==> src/rtl/cpu7_ifu_fcl.sv <==
// Fetch control for the IFU. Owns the fetch PC and issues one instruction
// request per accepted handshake. It remembers the PC of every in-flight
// request, discards responses made stale by a branch cancel, and queues
// fetched instructions toward decode.
//
// state  | meaning
// -------+--------------------------------------------------------------
// INIT   | first cycle after reset; fetch_pc loads pc_init, no requests
// RUN    | normal fetch; requests issued while credit allows
// EXWAIT | exception instruction buffered; no requests until br_cancel
module cpu7_ifu_fcl #(
  parameter int DEPTH = 4,
  parameter int PCW   = 32
) (
  input  logic           clock,
  input  logic           reset,
  input  logic [PCW-1:0] pc_init,
  input  logic           br_cancel,
  input  logic [PCW-1:0] br_target,
  output logic           inst_req,
  output logic [31:0]    inst_addr,
  input  logic           inst_addr_ok,
  output logic           inst_cancel,
  input  logic           inst_valid,
  input  logic [127:0]   inst_rdata,
  input  logic           inst_ex,
  input  logic [5:0]     inst_exccode,
  output logic           fcl_dec_valid,
  input  logic           fcl_dec_ready,
  output logic [PCW-1:0] fcl_dec_pc,
  output logic [31:0]    fcl_dec_inst,
  output logic           fcl_dec_ex,
  output logic [5:0]     fcl_dec_exccode
);

  localparam int AW = $clog2(DEPTH);
  localparam int CW = AW + 1;

  typedef enum logic [1:0] {
    S_INIT   = 2'd0,
    S_RUN    = 2'd1,
    S_EXWAIT = 2'd2
  } state_t;

  state_t state, state_nxt;

  logic [PCW-1:0] fetch_pc;

  // PC of each in-flight request, oldest at pcq_rd
  logic [PCW-1:0] pcq [DEPTH];
  logic [AW-1:0]  pcq_wr, pcq_rd;

  logic [CW-1:0]  outstanding;
  logic [CW-1:0]  discard;

  // Decode-side instruction buffer
  logic [PCW-1:0] buf_pc   [DEPTH];
  logic [31:0]    buf_inst [DEPTH];
  logic           buf_ex   [DEPTH];
  logic [5:0]     buf_exc  [DEPTH];
  logic [AW-1:0]  buf_head, buf_tail;
  logic [CW-1:0]  buf_count;

  logic [CW:0]    credit_sum;
  logic           credit_ok;
  logic           accept;
  logic [PCW-1:0] resp_pc;
  logic [1:0]     resp_lane;
  logic [31:0]    resp_word;
  logic           resp_keep;
  logic           dec_pop;

  // Credit covers both in-flight requests and instructions still buffered,
  // so every response is guaranteed a buffer slot.
  always_comb begin
    credit_sum = {1'b0, outstanding} + {1'b0, buf_count};
    credit_ok  = (credit_sum < (CW+1)'(DEPTH));
    resp_pc    = pcq[pcq_rd];
    resp_lane  = resp_pc[3:2];
    resp_word  = inst_rdata[{resp_lane, 5'b00000} +: 32];
    resp_keep  = inst_valid & ~br_cancel & (discard == '0);
    dec_pop    = fcl_dec_valid & fcl_dec_ready & ~br_cancel;
  end

  assign accept      = inst_req & inst_addr_ok;
  assign inst_cancel = br_cancel;
  assign inst_addr   = 32'(fetch_pc);

  // Head of the buffer is presented directly; data forced to zero when empty
  always_comb begin
    fcl_dec_valid   = (buf_count != '0);
    fcl_dec_pc      = '0;
    fcl_dec_inst    = '0;
    fcl_dec_ex      = 1'b0;
    fcl_dec_exccode = '0;
    if (fcl_dec_valid) begin
      fcl_dec_pc      = buf_pc[buf_head];
      fcl_dec_inst    = buf_inst[buf_head];
      fcl_dec_ex      = buf_ex[buf_head];
      fcl_dec_exccode = buf_exc[buf_head];
    end
  end

  // State register
  always_ff @(posedge clock or posedge reset) begin
    if (reset) state <= S_INIT;
    else       state <= state_nxt;
  end

  // Next-state and request generation
  always_comb begin
    state_nxt = state;
    inst_req  = 1'b0;
    unique case (state)
      S_INIT: begin
        state_nxt = S_RUN;
      end
      S_RUN: begin
        inst_req = ~br_cancel & credit_ok;
        if (!br_cancel && resp_keep && inst_ex) state_nxt = S_EXWAIT;
      end
      S_EXWAIT: begin
        if (br_cancel) state_nxt = S_RUN;
      end
      default: state_nxt = S_INIT;
    endcase
  end

  // Fetch PC: load on init, redirect on cancel, step on each accepted request
  always_ff @(posedge clock or posedge reset) begin
    if (reset)                fetch_pc <= '0;
    else if (state == S_INIT) fetch_pc <= pc_init;
    else if (br_cancel)       fetch_pc <= br_target;
    else if (accept)          fetch_pc <= fetch_pc + PCW'(4);
  end

  // PC queue storage; contents are only meaningful between the pointers
  always_ff @(posedge clock) begin
    if (accept) pcq[pcq_wr] <= fetch_pc;
  end

  // In-flight tracking: PC queue pointers, outstanding count, discard count
  always_ff @(posedge clock or posedge reset) begin
    if (reset) begin
      pcq_wr      <= '0;
      pcq_rd      <= '0;
      outstanding <= '0;
      discard     <= '0;
    end else begin
      if (accept)     pcq_wr <= pcq_wr + AW'(1);
      if (inst_valid) pcq_rd <= pcq_rd + AW'(1);
      unique case ({accept, inst_valid})
        2'b10:   outstanding <= outstanding + CW'(1);
        2'b01:   outstanding <= outstanding - CW'(1);
        default: outstanding <= outstanding;
      endcase
      // A response arriving with the cancel is already dropped, so it is
      // not counted again among the responses still to discard.
      if (br_cancel)                        discard <= outstanding - CW'(inst_valid);
      else if (inst_valid && discard != '0) discard <= discard - CW'(1);
    end
  end

  // Buffer storage; the lane is chosen by the request PC
  always_ff @(posedge clock) begin
    if (resp_keep) begin
      buf_pc[buf_tail]   <= resp_pc;
      buf_inst[buf_tail] <= resp_word;
      buf_ex[buf_tail]   <= inst_ex;
      buf_exc[buf_tail]  <= inst_exccode;
    end
  end

  // Buffer pointers and occupancy; cancel flushes and wins over a pop
  always_ff @(posedge clock or posedge reset) begin
    if (reset) begin
      buf_head  <= '0;
      buf_tail  <= '0;
      buf_count <= '0;
    end else if (br_cancel) begin
      buf_head  <= '0;
      buf_tail  <= '0;
      buf_count <= '0;
    end else begin
      if (resp_keep) buf_tail <= buf_tail + AW'(1);
      if (dec_pop)   buf_head <= buf_head + AW'(1);
      unique case ({resp_keep, dec_pop})
        2'b10:   buf_count <= buf_count + CW'(1);
        2'b01:   buf_count <= buf_count - CW'(1);
        default: buf_count <= buf_count;
      endcase
    end
  end

endmodule

==> config.mk <==
export PLATFORM = sky130hd
export DESIGN_NAME = cpu7_ifu_fcl
export DESIGN_NICKNAME = d
export VERILOG_FILES = /design/src/rtl/cpu7_ifu_fcl.sv
export SDC_FILE = /design/constraint.sdc
export NUM_CORES = 1
export LEC_CHECK = 0
export ABC_AREA = 1
export CAP_MARGIN = 25
export CORE_ASPECT_RATIO = 1.75
export CORE_UTILIZATION = 40
export CTS_CLUSTER_DIAMETER = 150
export DETAILED_ROUTE_END_ITERATION = 8
export GPL_ROUTABILITY_DRIVEN = 0
export PLACE_DENSITY = 0.66
export SYNTH_ARGS = -nofsm -noshare
export SYNTH_HDL_FRONTEND = slang
export SYNTH_SLANG_ARGS = --single-unit
==> constraint.sdc <==
create_clock -name clock -period 6.85 [get_ports clock]
set_clock_uncertainty 0.05 [all_clocks]
set_input_delay 1.0275 -clock clock [delete_from_list [all_inputs] [get_ports clock]]
set_output_delay 1.0275 -clock clock [all_outputs]
set_load 0.01 [all_outputs]
==> impl_results.md, run 1 <==
* Status: finished, final reports clean
* Synth area leaders: edfxtp_1 (60%), nor2_1 (9.5%), o21ai_0 (6.4%)
* Seq/Total Area, Yosys at 66.4%
* Iteration-0 DRC Markers at 980
* Row Count at 109
* Clock Latency Late Sink at 0.55 ns
* IO Pins at 311
* Number of fill cells in the layout at 4407
* Pin count of the biggest net entering global routing at 89
* Overall Global Routing Usage at 20.9%
* Tot Pwr at 10700 µW
* Via count at 15200
* Vias per cell at 5.23
* Post-Syn Nets at 2166
* Crit path time final at 5.01 ns
* Clock Path Buffers at 3
* Worst Hold Class: flip-flop to flip-flop
* CTS tree: done
* DR WL/cell at 18.9 µm
* Final hold viol count at 0
* Die W at 173 µm
* Worst setup SP type: flip-flop
* Starting Density at 40.6%
* Clk pin slew, worst setup/hold paths at 0.06 ns
* Root Driver: clkbuf_16
* CTS Sinks at 463
* Arrival time at the worst endpoint at 3.93 ns
* Vias in the first global route at 15300
* Total Wirelength at 55100 µm
* CTS Buf Count at 42
* Residual DRC at 0
* Crit. End Element: primary output
* Hpwl dp at 36600 µm
* Die area at 52400 µm²
* Gr ovfl total at 0
* Worst-Margin Slew at 0.986 ns
* CP required at 5.77 ns
* Multi-input gate area at 6130 µm²
* Setup_tns at 0 ns
* CTS resizes at 0
* Crit path kind: flip-flop to primary output
* Max-slew violations at 0
* CTS H-tree lvls at 2
* #FFs+latches synth at 463
* Worst-path fanout max at 87
* Post-placement cell count at 2831
* Post-synthesis cell count at 1943
* Worst slew margin at 34.3%
* Hold-fix buffers, CTS at 0
* Post-Layout Cell Count at 2910
* Maximum vdd drop at 269 µV
* MaxCap Viol Count at 0
* Final ANT Viol Nets at 0
* Nets@finish at 2434
* Leak pwr at 0.00905 µW
* Drt first pass iters at 5
* Final setup fails at 0
* Area leader, netlist: edfxtp_1
* Hold_ws at 0.495 ns
* Port buffer count at 310
* Register area at 13700 µm²
* Initial antenna violation count at 0
* Cell area after synthesis at 20600 µm²
* Max Fclk at 200 MHz
* Power per cell area at 418 nW/µm²
* Die Span Y at 302 µm
* Share of the synthesized area in the top cell type at 60.2%
* Ant diodes at 0
* P&R area growth vs syn at 24.8%
* YS warnings at 0
* First-pass GRT wire length at 84700 µm
* Core Region at 50600 µm²
* Final Cycle Share at 73.1%
* RSZ-0062 raised after global routing: no
* Post-CTS Setup Inserts at 0
* Share of cells above drive strength 1 at 6.02%
* Synthesized area per cell at 10.6 µm²
* Post-synthesis cell type count at 39
==> cell type report <==
cell class / count / share of cell area [%]
Clock buffer: 51 / 4.35
Clock inverter: 26 / 0.956
Inverter: 82 / 1.20
Multi-Input combinational cell: 1285 / 23.9
Sequential cell: 463 / 53.2
Tap cell: 666 / 3.25
Timing Repair Buffer: 337 / 13.1
==> metal layers <==
layer | vias up | GRT usage, % | share of wire, %
met3 | 121 | 2.88 | 4.6
li1 | 7279 | - | -
met5 | - | 0 | 0
met1 | 7316 | 21.8 | 37
met2 | 493 | 41.0 | 55
met4 | 0 | 9.29 | 4.1
==> worst max-delay path, cell delays in order, from the launching register on <==
cell,delay [ns]
dfrtp_4,1.02
clkinv_2,0.68
buf_12,0.39
buf_4,0.31
o21ai_0,0.22
a21oi_1,0.14
clkdlybuf4s50_1,0.55
==> state kept, by name, summed over array words and instances, names as in the netlist, 3 cells and up <==
register	count
buf_ex	4
outstanding	3
buf_pc	128
inst_addr	32
pcq	128
buf_inst	128
discard	3
buf_exc	24
buf_count	3
==> logic make-up after synthesis <==
family | count (synthesis) | share of synthesized area, %
AND/OR/NAND/NOR | 778 | 15.4
AO/OA/AOI/OAI | 475 | 12.4
flip-flops | 463 | 66.4
buffers and inverters | 195 | 4.01
adder cells (fa/ha/maj) | 18 | 1.17
XOR/XNOR | 13 | 0.554
multiplexers | 1 | 0.0548
==> worst paths after layout <==
check                      slack [ns]         endpoint            from  depth (start not counted)
max                              1.84  fcl_dec_inst[0]     buf_head[0]                          6
min                              0.49   outstanding[2]  outstanding[2]                          1
max reg2reg                      3.39  buf_inst[0][29]       pcq_rd[1]                          8
min reg2reg                      0.49   outstanding[2]  outstanding[2]                          1
max in group asynchronous        5.28      buf_head[0]           reset                          3
min in group asynchronous        0.92    inst_addr[25]           reset                          3
==> cell usage in the layout (no fill, tap or decap), drive strengths merged <==
cell           instances
nor2                 532
edfxtp               412
clkdlybuf4s50        310
o21ai                298
nand2                149
a21oi                 97
inv                   85
nand3                 55
dfrtp                 51
clkbuf                51
o211ai                38
or2                   33
o22ai                 30
buf                   27
clkinv                18
ha                    16
xor2                  10
a31oi                  6
a22oi                  4
nand4                  4
bufinv                 4
xnor2                  3
and2                   2
fa                     2
nor3                   2
nor3b                  1
a22o                   1
a32oi                  1
mux2                   1
clkinvlp               1
==> synthesized netlist by cell type <==
| library cell | number |
|---|---|
| nor2_1 | 523 |
| edfxtp_1 | 412 |
| o21ai_0 | 264 |
| nand2_1 | 145 |
| a21oi_1 | 96 |
| inv_1 | 75 |
| clkbuf_1 | 66 |
| nand3_1 | 54 |
| dfrtp_1 | 51 |
| o211ai_1 | 38 |
| o21ai_1 | 34 |
| buf_2 | 32 |
| o22ai_1 | 30 |
| or2_0 | 28 |
| ha_1 | 16 |
| xor2_1 | 10 |
| buf_4 | 7 |
| inv_2 | 7 |
| a31oi_1 | 6 |
| nor2_2 | 5 |
| or2_2 | 5 |
| a22oi_1 | 4 |
| nand2_2 | 4 |
| nand4_1 | 4 |
| nor2_4 | 4 |
| buf_6 | 3 |
| clkbuf_2 | 3 |
| xnor2_1 | 3 |
| and2_1 | 2 |
| buf_1 | 2 |
| fa_1 | 2 |
| a21oi_2 | 1 |
| a22o_1 | 1 |
| a32oi_4 | 1 |
| mux2_2 | 1 |
| nand3_2 | 1 |
| nor3_1 | 1 |
| nor3_4 | 1 |
| nor3b_2 | 1 |
==> power by group <==
part           leakage (µW)  internal [µW]  switching [µW]
Sequential          0.00430           3860             400
Combinational       0.00408           1510            2610
Clock              0.000672           1320            1020
Total               0.00905           6690            4030
==> metrics by stage <==
step	cell area (µm²)	setup WS, ns	util, %
6_report	25700	1.84	50.7
5_1_grt	25700	1.50	50.7
4_1_cts	25600	1.36	50.6
3_5_place_dp	24300	1.94	47.9
3_3_place_gp	24200	2.04	47.8
2_1_floorplan	20600	1.91	-
(Power assumes the default switching activity.)
==> run 2: changes to the inputs <==
==> constraint.sdc (replaced) <==
create_clock -name clock -period 4.89 [get_ports clock]
set_clock_uncertainty 0.05 [all_clocks]
set_input_delay 0.7335 -clock clock [delete_from_list [all_inputs] [get_ports clock]]
set_output_delay 0.7335 -clock clock [all_outputs]
set_load 0.01 [all_outputs]
==> impl_results.md, run 2 (same netlist as run 1, synthesis figures left out) <==
* Iteration-0 DRC Markers at 927
* Initial antenna violation count at 1
* Hold-fix buffers, CTS at 0
* Status: finished, final reports clean
* Die W at 173 µm
* Crit path kind: flip-flop to primary output
* Clock Latency Late Sink at 0.55 ns
* Nets@finish at 2440
* R2R cell count at 6
* Die Span Y at 302 µm
* Post-CTS Setup Inserts at 0
* Row Count at 109
* Power per cell area at 586 nW/µm²
* Worst slew margin at 38.6%
* Worst-path fanout max at 47
* Worst Hold Class: input port to async pin
* Share of cells above drive strength 1 at 6.31%
* Flop2flop setup slack at 2.05 ns
* DP Area at 24300 µm²
* Worst-Margin Slew at 0.919 ns
* Hpwl dp at 36800 µm
* Overall Global Routing Usage at 20.8%
* Final ANT Viol Nets at 0
* Setup_tns at 0 ns
* IO Pins at 311
* Drt first pass iters at 6
* Arrival time at the worst endpoint at 3.20 ns
* Port buffer count at 310
* Final setup fails at 0
* DR WL/cell at 18.9 µm
* Root Driver: clkbuf_16
* Maximum vdd drop at 391 µV
* Top flop regs: buf_inst x128, buf_pc x128, pcq x128
* Leak pwr at 0.00906 µW
* P&R area growth vs syn at 25.0%
* Starting Density at 40.6%
* Vias per cell at 5.19
* CTS tree: done
* Final instance area at 25700 µm²
* Most frequent cells in the layout: nor2_1 (514), edfxtp_1 (412), clkdlybuf4s50_1 (310)
* Crit path time final at 3.99 ns
* First-pass GRT wire length at 84000 µm
* RSZ-0062 raised after global routing: no
* Crit. End Element: primary output
* Total Wirelength at 55100 µm
* Max-slew violations at 0
* Clock Path Buffers at 3
* Final Cycle Share at 81.5%
* Via count at 15100
* Die area at 52400 µm²
* CTS Buf Count at 42
* Worst setup SP type: flip-flop
* Pin count of the biggest net entering global routing at 74
* Final hold viol count at 0
* CTS H-tree lvls at 2
* Residual DRC at 0
* Vias in the first global route at 15000
* Commonest non-fill, non-tap cell in the layout: nor2_1
* Clk pin slew, worst setup/hold paths at 0.06 ns
* MaxCap Viol Count at 0
* Core Region at 50600 µm²
* Gr ovfl total at 0
* CTS resizes at 0
* CP required at 4.11 ns
* Max Fclk at 251 MHz
* CTS Sinks at 463
run 2: final cells by class:
cell class | count | area, µm²
inverter | 82 | 309
tap | 666 | 833
antenna | 1 | 2.50
clock buffer | 46 | 1070
fill | 4333 | 24900
multi-input combinational | 1285 | 6130
timing repair buffer | 343 | 3410
clock inverter | 30 | 297
sequential | 463 | 13700
run 2: metal layers:
layer | up-vias | wire (µm) | track usage, %
li1 | 7295 | - | -
met1 | 7280 | 20500 | 22.3
met2 | 488 | 30000 | 40.3
met3 | 77 | 2760 | 3.03
met4 | 0 | 1770 | 8.34
met5 | - | 0 | 0
run 2: worst paths after layout:
path,start,endpoint
worst max register to register,pcq_rd[0],buf_inst[3][30]
min in group clock,outstanding[2],outstanding[2]
max in group asynchronous,reset,buf_head[0]
worst min-delay path,reset,discard[0]
worst max-delay path,buf_head[0],fcl_dec_pc[22]
worst min register to register,outstanding[2],outstanding[2]
run 2: power by group:
part           switching [µW]  internal (µW)
clock                    1400           1850
sequential                522           5410
combinational            3730           2150
total                    5650           9410
run 2: worst max-delay path, cell delays in order, from the launching register on:
cell and delay (ns):
dfrtp_4 0.74, buf_4 0.53, nor2_1 0.10, nor2_1 0.09, o21ai_0 0.09, a21oi_1 0.43
clkdlybuf4s50_1 0.63
run 2: stage by stage:
| stage | utilization, % | power, µW | hold WS, ns | std cells | setup WS (ns) |
|---|---|---|---|---|---|
| 6_report | 50.8 | 15100 | 0.339 | 2916 | 0.903 |
| 5_1_grt | 50.8 | 15900 | 0.331 | 2916 | 0.693 |
| 4_1_cts | 50.8 | 15200 | 0.320 | 2915 | 0.877 |
| 3_5_place_dp | 48.1 | 11900 | 0.480 | 2839 | 1.46 |
| 3_3_place_gp | 48.1 | 11800 | 0.465 | 2839 | 1.48 |
| 2_1_floorplan | - | 9110 | 0.442 | 1943 | 0.240 |
==> run 3: changes to the inputs <==
--- a/config.mk
+++ b/config.mk
@@ -12,7 +12,7 @@
 export CTS_CLUSTER_DIAMETER = 150
 export DETAILED_ROUTE_END_ITERATION = 8
 export GPL_ROUTABILITY_DRIVEN = 0
-export PLACE_DENSITY = 0.66
+export PLACE_DENSITY = 0.68
 export SYNTH_ARGS = -nofsm -noshare
 export SYNTH_HDL_FRONTEND = slang
 export SYNTH_SLANG_ARGS = --single-unit
==> constraint.sdc (replaced) <==
create_clock -name clock -period 3.6 [get_ports clock]
set_clock_uncertainty 0.05 [all_clocks]
set_input_delay 0.54 -clock clock [delete_from_list [all_inputs] [get_ports clock]]
set_output_delay 0.54 -clock clock [all_outputs]
set_load 0.01 [all_outputs]
==> impl_results.md, run 3 (same netlist as run 1, synthesis figures left out) <==
* Status: finished, final reports clean
* Worst slew margin at 50.3%
* DP Area at 24500 µm²
* Vias per cell at 5.25
* Top flop regs: buf_inst x128, buf_pc x128, pcq x128
* Share of cells above drive strength 1 at 6.47%
* Final worst slack at 0.0585 ns
* Final Cycle Share at 98.4%
* Leak pwr at 0.00910 µW
* Reg2Reg Launch Point: pcq_rd[0]
* Clock Latency Late Sink at 0.55 ns
* CTS Buf Count at 42
* CP required at 3.01 ns
* CTS H-tree lvls at 2
* Crit path time final at 3.54 ns
* Iteration-0 DRC Markers at 898
* Core Region at 50600 µm²
* R2R cell count at 8
* Worst Hold Class: input port to async pin
* Commonest non-fill, non-tap cell in the layout: nor2_1
* Crit. End Element: primary output
* Worst-path fanout max at 143
* Post-CTS Setup Inserts at 0
* Clock Path Buffers at 3
* Crit path kind: flip-flop to primary output
* CTS tree: done
* Arrival time at the worst endpoint at 2.95 ns
* Crit path from: buf_head[0]
* Starting Density at 40.6%
* Final instance area at 25800 µm²
* Worst-Margin Slew at 0.746 ns
* Vias in the first global route at 15500
* P&R area growth vs syn at 25.4%
* CTS Sinks at 463
* Total Wirelength at 55200 µm
* Worst setup SP type: flip-flop
* Worst setup endpoint: fcl_dec_pc[11]
* Hold_ws at 0.283 ns
* Flop2flop setup slack at 0.77 ns
* Final hold viol count at 0
* Most frequent cells in the layout: nor2_1 (514), edfxtp_1 (412), clkdlybuf4s50_1 (310)
* Die W at 173 µm
* DR WL/cell at 18.9 µm
* Number of fill cells in the layout at 4388
* Power per cell area at 788 nW/µm²
* Nets@finish at 2448
* Via count at 15300
* Pin count of the biggest net entering global routing at 144
* Row Count at 109
* Die area at 52400 µm²
* Final setup fails at 0
* Reg2reg end: buf_inst[2][3]
* Initial antenna violation count at 0
* Gr ovfl total at 0
* Pre-CTS setup slack at 0.565 ns
* Die Span Y at 302 µm
* Root Driver: clkbuf_16
* Drt first pass iters at 5
* Max Fclk at 282 MHz
* Clk pin slew, worst setup/hold paths at 0.07 ns
* IO Pins at 311
* Maximum vdd drop at 512 µV
* Ant diodes at 0
* Max-slew violations at 0
* Residual DRC at 0
* MaxCap Viol Count at 0
* Hpwl dp at 37100 µm
* First-pass GRT wire length at 85300 µm
* Final ANT Viol Nets at 0
* RSZ-0062 raised after global routing: no
* Port buffer count at 310
* Overall Global Routing Usage at 21.0%
* Hold-fix buffers, CTS at 0
## run 3: changes by cell type in the layout (fill, tap and decap cells not counted), sizes merged
cell,previous run,this run
clkbuf,46,55
clkinv,19,11
buf,33,41
diode,1,0
bufinv,5,3
clkinvlp,5,3
inv,83,85
## run 3: final cells by class
class	count	area (µm²)	share of cell area, %
Sequential cell	463	13700	52.9
Clock buffer	55	1100	4.26
Clock inverter	20	206	0.800
Tap cell	666	833	3.23
Timing Repair Buffer	351	3560	13.8
Inverter	82	310	1.20
Multi-Input combinational cell	1285	6130	23.8
## run 3: worst min path at each step
stage,start,end,slack [ns]
5_1_grt,reset,outstanding[0],0.31
2_1_floorplan,outstanding[2],outstanding[2],0.44
3_5_place_dp,outstanding[2],outstanding[2],0.47
6_report,reset,inst_addr[23],0.28
3_3_place_gp,outstanding[2],outstanding[2],0.47
4_1_cts,reset,outstanding[0],0.28
## run 3: report_power, final
| group | internal, µW | switching [µW] |
|---|---|---|
| registers | 7350 | 665 |
| logic | 2970 | 5050 |
| clock network | 2390 | 1890 |
## run 3: worst max-delay path, stage by stage (launching register included)
cell	delay, ns
dfrtp_4	0.45
buf_16	0.35
nor2_1	0.11
nor2_1	0.11
o21ai_0	0.11
a21oi_1	0.40
clkdlybuf4s50_1	0.63
## run 3: per-stage QoR
stage | total power [µW] | setup TNS (ns) | utilization [%] | instances
after floorplan | 12400 | -243.25 | - | 1943
final | 20300 | 0 | 51.0 | 2922
after CTS | 20500 | 0 | 51.0 | 2922
after global routing | 21500 | 0 | 51.0 | 2922
after global placement | 16000 | 0 | 48.4 | 2847
after detailed placement | 16200 | 0 | 48.4 | 2847
## run 3: metal layers
metal / share of wire (%) / vias to the layer above / track usage [%]
li1: - / 7322 / -
met1: 36 / 7413 / 21.8
met2: 55 / 503 / 41.4
met3: 4.9 / 106 / 2.73
met4: 4.2 / 0 / 9.71
met5: 0 / - / 0
## run 3: timing repair
action / in CTS / in global routing
hold endpoints to repair: 0 / 0
setup endpoints to repair: 0 / 2
gates resized for setup: 0 / 2
